<file path="src/rtl/mcdt_pkg.sv">
// rtl/mcdt_pkg.sv - shared constants and types for the channel-merge datapath
package mcdt_pkg;

   localparam int DATA_W     = 32;
   localparam int FIFO_DEPTH = 32;
   localparam int NUM_CH     = 3;
   localparam int PTR_W      = $clog2(FIFO_DEPTH);
   localparam int MARGIN_W   = $clog2(FIFO_DEPTH) + 1;

   typedef logic [1:0]          ch_id_t;
   typedef logic [MARGIN_W-1:0] margin_t;

endpackage

</file>
<file path="src/rtl/mcdt_slave_fifo.sv">
// rtl/mcdt_slave_fifo.sv - per-channel 32x32 buffer with valid/ready write side and pop request
module mcdt_slave_fifo
   import mcdt_pkg::*;
(
   input  logic              clk,
   input  logic              rstn,
   input  logic [DATA_W-1:0] wr_data,
   input  logic              wr_valid,
   output logic              wr_ready,
   input  logic              pop,
   output logic [DATA_W-1:0] rd_data,
   output logic              empty,
   output margin_t           margin
);

   localparam margin_t DEPTH_M = margin_t'(FIFO_DEPTH);

   logic [DATA_W-1:0] mem [FIFO_DEPTH];
   logic [PTR_W-1:0]  wr_ptr;
   logic [PTR_W-1:0]  rd_ptr;
   margin_t           count;
   logic              push;
   logic              do_pop;

   // ready comes from the pre-edge count, so a full FIFO refuses a push even while popping
   assign wr_ready = (count != DEPTH_M);
   assign empty    = (count == '0);
   assign margin   = DEPTH_M - count;
   assign push     = wr_valid && wr_ready;
   assign do_pop   = pop && !empty;
   assign rd_data  = mem[rd_ptr];

   always_ff @(posedge clk) begin
      if (push) begin
         mem[wr_ptr] <= wr_data;
      end
   end

   always_ff @(posedge clk or negedge rstn) begin
      if (!rstn) begin
         wr_ptr <= '0;
         rd_ptr <= '0;
         count  <= '0;
      end else begin
         if (push) begin
            wr_ptr <= wr_ptr + 1'b1;
         end
         if (do_pop) begin
            rd_ptr <= rd_ptr + 1'b1;
         end
         case ({push, do_pop})
            2'b10:   count <= count + 1'b1;
            2'b01:   count <= count - 1'b1;
            default: count <= count;
         endcase
      end
   end

endmodule

</file>
<file path="src/rtl/mcdt_top.sv">
// rtl/mcdt_top.sv - three buffered channels merged onto one tagged stream by fixed priority
module mcdt_top
   import mcdt_pkg::*;
(
   input  logic              clk_i,
   input  logic              rstn_i,
   input  logic [DATA_W-1:0] ch0_data_i,
   input  logic              ch0_valid_i,
   output logic              ch0_ready_o,
   output margin_t           ch0_margin_o,
   input  logic [DATA_W-1:0] ch1_data_i,
   input  logic              ch1_valid_i,
   output logic              ch1_ready_o,
   output margin_t           ch1_margin_o,
   input  logic [DATA_W-1:0] ch2_data_i,
   input  logic              ch2_valid_i,
   output logic              ch2_ready_o,
   output margin_t           ch2_margin_o,
   output logic [DATA_W-1:0] mcdt_data_o,
   output logic              mcdt_val_o,
   output ch_id_t            mcdt_id_o
);

   logic [DATA_W-1:0] wr_data [NUM_CH];
   logic [NUM_CH-1:0] wr_valid;
   logic [NUM_CH-1:0] wr_ready;
   logic [NUM_CH-1:0] pop;
   logic [DATA_W-1:0] rd_data [NUM_CH];
   logic [NUM_CH-1:0] empty;
   margin_t           margin [NUM_CH];

   logic              grant_val;
   ch_id_t            grant_id;
   logic [DATA_W-1:0] grant_data;

   assign wr_data[0]   = ch0_data_i;
   assign wr_data[1]   = ch1_data_i;
   assign wr_data[2]   = ch2_data_i;
   assign wr_valid     = {ch2_valid_i, ch1_valid_i, ch0_valid_i};
   assign ch0_ready_o  = wr_ready[0];
   assign ch1_ready_o  = wr_ready[1];
   assign ch2_ready_o  = wr_ready[2];
   assign ch0_margin_o = margin[0];
   assign ch1_margin_o = margin[1];
   assign ch2_margin_o = margin[2];

   for (genvar g = 0; g < NUM_CH; g++) begin : g_fifo
      mcdt_slave_fifo u_fifo (
         .clk      (clk_i),
         .rstn     (rstn_i),
         .wr_data  (wr_data[g]),
         .wr_valid (wr_valid[g]),
         .wr_ready (wr_ready[g]),
         .pop      (pop[g]),
         .rd_data  (rd_data[g]),
         .empty    (empty[g]),
         .margin   (margin[g])
      );
   end

   // scanning from the lowest priority upward lets ch0 win by overwriting last
   always_comb begin
      grant_val  = 1'b0;
      grant_id   = '0;
      grant_data = '0;
      for (int i = NUM_CH - 1; i >= 0; i--) begin
         if (!empty[i]) begin
            grant_val  = 1'b1;
            grant_id   = ch_id_t'(i);
            grant_data = rd_data[i];
         end
      end
   end

   always_comb begin
      pop = '0;
      for (int i = 0; i < NUM_CH; i++) begin
         pop[i] = grant_val && (grant_id == ch_id_t'(i));
      end
   end

   always_ff @(posedge clk_i or negedge rstn_i) begin
      if (!rstn_i) begin
         mcdt_val_o  <= 1'b0;
         mcdt_data_o <= '0;
         mcdt_id_o   <= '0;
      end else if (grant_val) begin
         mcdt_val_o  <= 1'b1;
         mcdt_data_o <= grant_data;
         mcdt_id_o   <= grant_id;
      end else begin
         mcdt_val_o  <= 1'b0;
         mcdt_data_o <= '0;
         mcdt_id_o   <= '0;
      end
   end

endmodule

</file>
<file path="config.mk">
export PLATFORM = sky130hd
export DESIGN_NAME = mcdt_top
export DESIGN_NICKNAME = d
export VERILOG_FILES = /design/src/rtl/mcdt_pkg.sv /design/src/rtl/mcdt_slave_fifo.sv /design/src/rtl/mcdt_top.sv
export SDC_FILE = /design/constraint.sdc
export NUM_CORES = 2
export LEC_CHECK = 0
export CORE_MARGIN = 4
export CORE_UTILIZATION = 35
export CTS_CLUSTER_DIAMETER = 50
export CTS_CLUSTER_SIZE = 8
export DETAILED_ROUTE_END_ITERATION = 6
export GPL_TIMING_DRIVEN = 0
export PLACE_DENSITY = 0.58
export SYNTH_ARGS = -nofsm -noshare
export SYNTH_HDL_FRONTEND = slang
export SYNTH_SLANG_ARGS = --single-unit
</file>
<file path="constraint.sdc">
create_clock -name clk_i -period 4.1 [get_ports clk_i]
set_input_delay 0.82 -clock clk_i [delete_from_list [all_inputs] [get_ports clk_i]]
set_output_delay 0.82 -clock clk_i [all_outputs]
set_load 0.05 [all_outputs]
</file>
# Word level (Yosys, flattened, before mapping)

Memory sizes are Yosys's and may differ from the RTL's.
Index checks and enable logic that the tools add are counted.

Output and inout bits: 56
Memories: 3
Memory bits (writable): 3072
Bits in registers: 83
Word-level logic and storage cells: 81

Memory list:

| memory               | words | bits a word | rd ports | clocked after memory_dff | wr ports | RTL line              | text |
|---|---|---|---|---|---|---|---|
| g_fifo[0].u_fifo.mem | 32    | 32          | 1        | 0                        | 1        | mcdt_slave_fifo.sv:18 | `logic [DATA_W-1:0] mem [FIFO_DEPTH];` |
| g_fifo[1].u_fifo.mem | 32    | 32          | 1        | 0                        | 1        | mcdt_slave_fifo.sv:18 |  |
| g_fifo[2].u_fifo.mem | 32    | 32          | 1        | 0                        | 1        | mcdt_slave_fifo.sv:18 |  |

Add/subtract/negate cells: 15
Reduce and logical (&&, ||, !) cells: 19
Multiplexer cells: 21
Equal/unequal tests: 11

Operators with widths:

| kind                                                                   | number |
|---|---|
| 32-bit 2-to-1 mux                                                      | 4 |
| 6-bit one-hot mux with 2 select lines                                  | 3 |
| 5-bit by 1-bit adder with 5-bit output (second input constant)         | 6 |
| 6-bit by 1-bit adder with 6-bit output (second input constant)         | 3 |
| 6-bit logical NOT                                                      | 3 |
| 6-bit inequality test (second input constant)                          | 3 |
| 6-bit by 1-bit subtractor with 6-bit output (second input constant)    | 3 |
| 6-bit subtractor (first input constant)                                | 3 |
| 1-bit 2-to-1 mux                                                       | 10 |
| 1-bit logical AND                                                      | 9 |
| 2-bit by 1-bit equality test with 1-bit output (second input constant) | 4 |
| 2-bit equality test (second input constant)                            | 4 |
| 2-bit 2-to-1 mux                                                       | 4 |
| 2-bit nonzero test                                                     | 3 |
| 1-bit logical NOT                                                      | 3 |
| 2-bit logical NOT                                                      | 1 |

# Logic depth before layout (Yosys ltp)

Word-level depth: 9
Depth in mapped cells: 15
Mapped depth without buffers: 14

# Modules after synthesis

From an unflattened synthesis, not the netlist that was laid out.

Cells, all modules: 5631
Area total of the unflattened synthesis: 121343.9 um^2

By module, submodules not included:

| module                                  | sequential area each (um^2) | instances | area each (um^2) | cells each |
|---|---|---|---|---|
| mcdt_slave_fifo at g_fifo[0].u_fifo ... | 31149.9                     | 2         | 39825.7          | 1813 |
| mcdt_slave_fifo at g_fifo[2].u_fifo     | 31149.9                     | 1         | 39902.0          | 1819 |
| mcdt_top                                | 875.8                       | 1         | 1790.5           | 186 |

# Worst setup path before layout

Ideal clock, no wire load.

Path type: reg2reg
From: reg g_fifo[1].u_fifo.count[0]
To: mem g_fifo[1].u_fifo.mem[31][0] (enable)
Cell stages (with the launch flop): 10
Period minus slack after synthesis: 3.773 ns
Library setup time: 0.421 ns
Data required time: 3.679 ns
Buffers on the path: 2
Data arrival time: 3.352 ns
Slack: 0.327 ns
Cells stage by stage: dfrtp_1 inv_1 ha_1 nor4b_2 nand2_1 and2_1 clkbuf_1 nand2_1 buf_2 nor2_1

Longest elaborated chain between the ends: 4

RTL lines:

| what                                   | RTL line              | text |
|---|---|---|
| from (decl)                            | mcdt_slave_fifo.sv:21 | `margin_t count;` |
| from (signal assigned)                 | mcdt_slave_fifo.sv:52 | `2'b10: count <= count + 1'b1;` |
| from (signal assigned)                 | mcdt_slave_fifo.sv:53 | `2'b01: count <= count - 1'b1;` |
| from (signal assigned)                 | mcdt_slave_fifo.sv:54 | `default: count <= count;` |
| 6-bit inequality test                  | mcdt_slave_fifo.sv:26 | `assign wr_ready = (count != DEPTH_M);` |
| named net ch1_ready_o                  | mcdt_top.sv:13        | `output logic ch1_ready_o,` |
| 1-bit logical AND                      | mcdt_slave_fifo.sv:29 | `assign push = wr_valid && wr_ready;` |
| 1-bit 2-to-1 mux                       | mcdt_slave_fifo.sv:34 | `if (push) begin` |
| 1-bit 2-to-1 mux (implied by the code) | mcdt_slave_fifo.sv:35 | `mem[wr_ptr] <= wr_data;` |
| to (decl)                              | mcdt_slave_fifo.sv:18 |  |

The timed path passes the listed nets, and every way through them passes these cells.

# Worst setup path in the final report

From: reg g_fifo[2].u_fifo.rd_ptr[1]
To: reg mcdt_data_o[1]

Longest elaborated chain between the ends: 5

RTL lines:

| what                           | RTL line              | text |
|---|---|---|
| from (decl)                    | mcdt_slave_fifo.sv:20 | `logic [PTR_W-1:0] rd_ptr;` |
| from (signal assigned)         | mcdt_slave_fifo.sv:49 | `rd_ptr <= rd_ptr + 1'b1;` |
| memory read 32 x 32 bit        | -                     |  |
| 32-bit 2-to-1 mux (3 in a row) | mcdt_top.sv:67        | `if (!empty[i]) begin` |
| 32-bit 2-to-1 mux              | mcdt_top.sv:87        | `end else if (grant_val) begin` |
| to (signal assigned)           | mcdt_top.sv:89        | `mcdt_data_o <= grant_data;` |
| to (decl)                      | mcdt_top.sv:19        | `output logic [DATA_W-1:0] mcdt_data_o,` |

Every way passes these cells.
A chain may end at the register's enable or synchronous reset.

==> flow_results.org <==
** Synthesis
- The synthesized netlist occupies a cell area of 122000 µm².
- Total number of yosys warnings :: 0
- Main synth FF type :: sky130_fd_sc_hd__edfxtp_1
- Total nets after synthesis :: 6023
- Count of flip-flops with a built-in enable after synthesis :: 3072
- Area leader, netlist :: sky130_fd_sc_hd__edfxtp_1
- The share of the Yosys chip area taken by registers is 0.776.
- Post-Syn Instances :: 5886
- Synthesis-stage register bit count :: 3155
- The share of synthesized area in the top cell type comes to 0.759.
- Of all flip-flops after synthesis, the portion carrying an async set or reset was 0.0263.
- In the synthesized netlist, the cells that appear most often are 3072 x sky130_fd_sc_hd__edfxtp_1, 515 x sky130_fd_sc_hd__mux4_2, 472 x sky130_fd_sc_hd__mux2i_1.
- The number of different library cells used by synthesis comes to 66.
- Dividing the synthesized area by the synthesized cell count gives 20.7 µm².
- In the post-synthesis netlist, the biggest area contributors are sky130_fd_sc_hd__edfxtp_1 76%, sky130_fd_sc_hd__mux4_2 9.5%, sky130_fd_sc_hd__mux2i_1 3.9%, sky130_fd_sc_hd__a22oi_1 1.9%, sky130_fd_sc_hd__dfrtp_1 1.7%.
- The most common cell in the synthesized netlist is sky130_fd_sc_hd__edfxtp_1.

** Placed design
- At the placement stage, the worst setup path has a slack of -1.14 ns.
- Routability-driven placement finished with a final weighted congestion of 0.810.
- The count of buffers added on input and output ports is 156.
- Once placement finished, the instance area stood at 132000 µm².
- HPWL Detailed :: 223000 µm

** Global routing
- For this run, global-route usage on met2 was measured as 0.296.
- In this run the most used layer during global routing was met2.
- For this run, global-route usage on met3 was measured as 0.0341.
- Global routing met1 resource utilization :: 0.257
- Pin count of the biggest net entering global routing :: 64
- In the global route stage, overall resource usage came out at 0.185.
- The first global-routing pass estimated 476000 µm of wire.
- Vias in the first global route :: 63600
- Grt ovf :: 0
- Initial antenna violation count :: 25

** Route
- The first detailed-routing pass took 6 iterations.
- Routed wire length per instance :: 29.7 µm
- For this block, the routed nets add up to 338000 µm of wire.
- After detailed routing, the number of remaining DRC violations is 0.
- After detailed routing, the number of vias per cell comes to 5.53.
- Total number of vias :: 62800
- Number of routed nets with antenna violations :: 0
- Starting DRT DRC Count :: 6986

** Power and ir drop
- Reported net switching power :: 30100 µW
- The share of total power dissipated in the clock network is 0.338.
- PD cells :: 673 nW/µm²
- Of the total power, the share spent switching nets is 0.309.
- Combinational group share of total power :: 0.268
- Cell-internal power :: 67400 µW
- Overall power :: 97500 µW
- Leakage power total :: 0.0461 µW
- Peak VDD IR :: 395 µV
- Fraction of power consumed by sequential logic :: 0.394

** Worst setup path
- Crit Reg-Reg Endpoint :: mcdt_data_o[1]
- Data on the critical path arrives at its endpoint at 4.91 ns.
- Walking the worst path, the cells encountered are buf_2 > buf_2 > nor2_1 > clkbuf_1 > a22oi_1 > a31oi_2 > a221oi_4 > a311oi_1.
- Kind of cell adding the most delay to the critical path :: compound AO/OA/AOI/OAI gates
- CP peak stage delay :: 0.82 ns
- Counting cells, the worst reg-to-reg path comes to 8.
- Along the worst path, the maximum fanout reaches 10.
- In this run the register-to-register setup slack is -0.08 ns.
- STA classifies the critical path endpoint as a flip-flop.
- Logic depth of the worst path, buffers included :: 8
- The startpoint identified for the worst register-to-register timing path is g_fifo[2].u_fifo.rd_ptr[1].
- The worst setup path is launched from a flip-flop.
- In this design, the critical path's most frequently occurring cell is sky130_fd_sc_hd__buf_2.
- Worst Path Class, Setup :: reg -> reg
- On the critical path, the stage with the largest delay is an instance of sky130_fd_sc_hd__a311oi_1.
- Together, buffers and inverters on the worst path number 3.
- Data on the critical path is required at its endpoint by 4.83 ns.

** Clock tree
- Number of buffers inserted during clock tree synthesis :: 445
- The clock passes through at most 4 buffers.
- Clock sink count :: 3155
- Clock-pin slew was measured on the worst setup and hold paths at 0.05 ns.
- H-tree Lvls :: 5
- Insertion delay to the later sink of the worst-skew pair :: 0.94 ns
- TritonCTS built the clock tree.
- Clock tree synthesis selected as its root buffer the cell sky130_fd_sc_hd__clkbuf_16.

** STA
- In the finished design, the share of the clock period the worst path needs comes to 1.02.
- In this run the tightest slew margin relative to its limit is 0.0297.
- RSZ-0062 raised after global routing :: no
- Static timing analysis puts the maximum clock frequency at 0.239 GHz.
- Slew at the pin with the worst max-slew slack :: 1.45 ns
- Number of endpoints with negative hold slack in the final report :: 0
- Once routing completed, OpenROAD measured the worst setup slack at -0.0794 ns.
- Across the routed clock network, the largest skew measured is 0.0452 ns.
- Final period demand of the worst path :: 4.18 ns
- The number of pins with negative max-slew slack in the final report was 0.
- Setup total negative slack on the finished layout was measured at -0.0794 ns.
- Setup violations remaining at the end of the flow were counted as 1.

** Floorplan
- Die height :: 597 µm
- Die outline area :: 357000 µm²
- Width of the die :: 597 µm
- Pin placement for this block handled 157 I/O pins.
- Number of cell rows :: 216
- Initial core utilization :: 0.351
- Core area :: 346000 µm²

** Finish
- The filler cells instantiated in the layout total 30000.
- The net count of the finished layout is 6742.
- Fraction of final layout cells sized beyond drive strength 1 :: 0.229
- The area growth from synthesis to layout is 19.1%.
- After routing the design area is 145000 µm².
- Measured on the finished design, the core utilization comes to 0.418.

** Hold path
- The min-delay analysis places its worst path in the category in -> async.

** Job
- Number of maximum-capacitance violations :: 0

** Status
- Status :: complete, but fails checks
- The checks that failed: negative setup slack.
stage by stage:
step,std cells,hold WS (ns)
after global placement,10600,0.519
after CTS,11300,0.254
after floorplan,5886,0.486
final,11400,0.324
after global routing,11300,0.299
after detailed placement,10700,0.523
state kept, by name (all words and copies together) (netlist names):
register and cells:
g_fifo.u_fifo.count 18, g_fifo.u_fifo.mem 3072, mcdt_data_o 32, g_fifo.u_fifo.wr_ptr 15
g_fifo.u_fifo.rd_ptr 15, mcdt_id_o 2, mcdt_val_o 1
routing by layer:
metal	wire, µm	up-vias
met5	69	-
met4	11300	10
met3	27000	558
met2	160000	2749
met1	140000	33500
li1	-	25900
layout by cell type, fill, tap and decap left out, types with 22 or more instances in the layout:
cell type,n
sky130_fd_sc_hd__a22oi_1,308
sky130_fd_sc_hd__a22o_1,52
sky130_fd_sc_hd__a31oi_1,44
sky130_fd_sc_hd__nand2_1,155
sky130_fd_sc_hd__clkbuf_1,263
sky130_fd_sc_hd__a221oi_1,46
sky130_fd_sc_hd__dfrtp_1,83
sky130_fd_sc_hd__a21oi_1,125
sky130_fd_sc_hd__mux2i_1,472
sky130_fd_sc_hd__a211o_1,22
sky130_fd_sc_hd__nor3_1,25
sky130_fd_sc_hd__buf_2,124
sky130_fd_sc_hd__xnor2_1,32
sky130_fd_sc_hd__inv_1,30
sky130_fd_sc_hd__nand3_1,73
sky130_fd_sc_hd__clkbuf_16,453
sky130_fd_sc_hd__o21ai_0,61
sky130_fd_sc_hd__edfxtp_1,3072
sky130_fd_sc_hd__o2bb2ai_1,29
sky130_fd_sc_hd__buf_4,63
sky130_fd_sc_hd__buf_16,23
sky130_fd_sc_hd__mux4_2,515
sky130_fd_sc_hd__clkdlybuf4s50_1,144
sky130_fd_sc_hd__mux2_2,43
sky130_fd_sc_hd__nor2_4,97
sky130_fd_sc_hd__buf_12,79
sky130_fd_sc_hd__ha_1,33
layout make-up:
| class | instances | area [µm²] | share of cell area |
|---|---|---|---|
| diodes | 8 | 20.0 | 0.000138 |
| plain buffers | 355 | 1830 | 0.0127 |
| clock buffers | 571 | 11800 | 0.0814 |
| clock inverters | 40 | 553 | 0.00382 |
| inverters | 31 | 120 | 0.000830 |
| multi-input cells | 2343 | 26600 | 0.183 |
| flip-flops and latches | 3155 | 94300 | 0.652 |
| well taps | 4578 | 5730 | 0.0396 |
| repair buffers | 274 | 3850 | 0.0266 |
power groups by stage:
stage / Clock [µW] / Combinational [µW] / Sequential (µW)
floorplan: 0 / 15100 / 39400
global placement: 0 / 24800 / 39100
detailed placement: 0 / 25800 / 39000
CTS: 33500 / 26300 / 38400
global route: 35000 / 27500 / 38500
finish: 33000 / 26100 / 38400
logic make-up after synthesis:
family,Yosys count,share of synthesized area
compound gates,784,0.0460
xor+xnor,46,0.00331
fa+ha+maj,36,0.00389
buf+inv,388,0.0158
flops,3155,0.776
mux,1030,0.138
simple gates,447,0.0167
how the worst max path moves through the flow:
stage / from / slack (ns) / endpoint
3_3_place_gp: rstn_i / -2.71 / mcdt_data_o[7]
6_report: g_fifo[2].u_fifo.rd_ptr[1] / -0.08 / mcdt_data_o[1]
2_1_floorplan: g_fifo[1].u_fifo.count[0] / 0.33 / g_fifo[1].u_fifo.mem[31][0]
4_1_cts: g_fifo[1].u_fifo.count[0] / -0.02 / mcdt_data_o[24]
3_5_place_dp: g_fifo[0].u_fifo.count[0] / -1.14 / mcdt_data_o[3]
5_1_grt: g_fifo[1].u_fifo.count[0] / 0.002 / g_fifo[1].u_fifo.mem[17][12]
repair_timing:
item                                   in CTS  in global routing
gates cloned                                0                  0
setup endpoints to repair                  39                 39
hold buffers                                1                  0
gates resized for setup                    87                 15
pin swaps                                   5                  1
buffers inserted                            4                  2
endpoints found under the hold margin      20                  0
No activity file was read; power rests on OpenSTA's default activity.
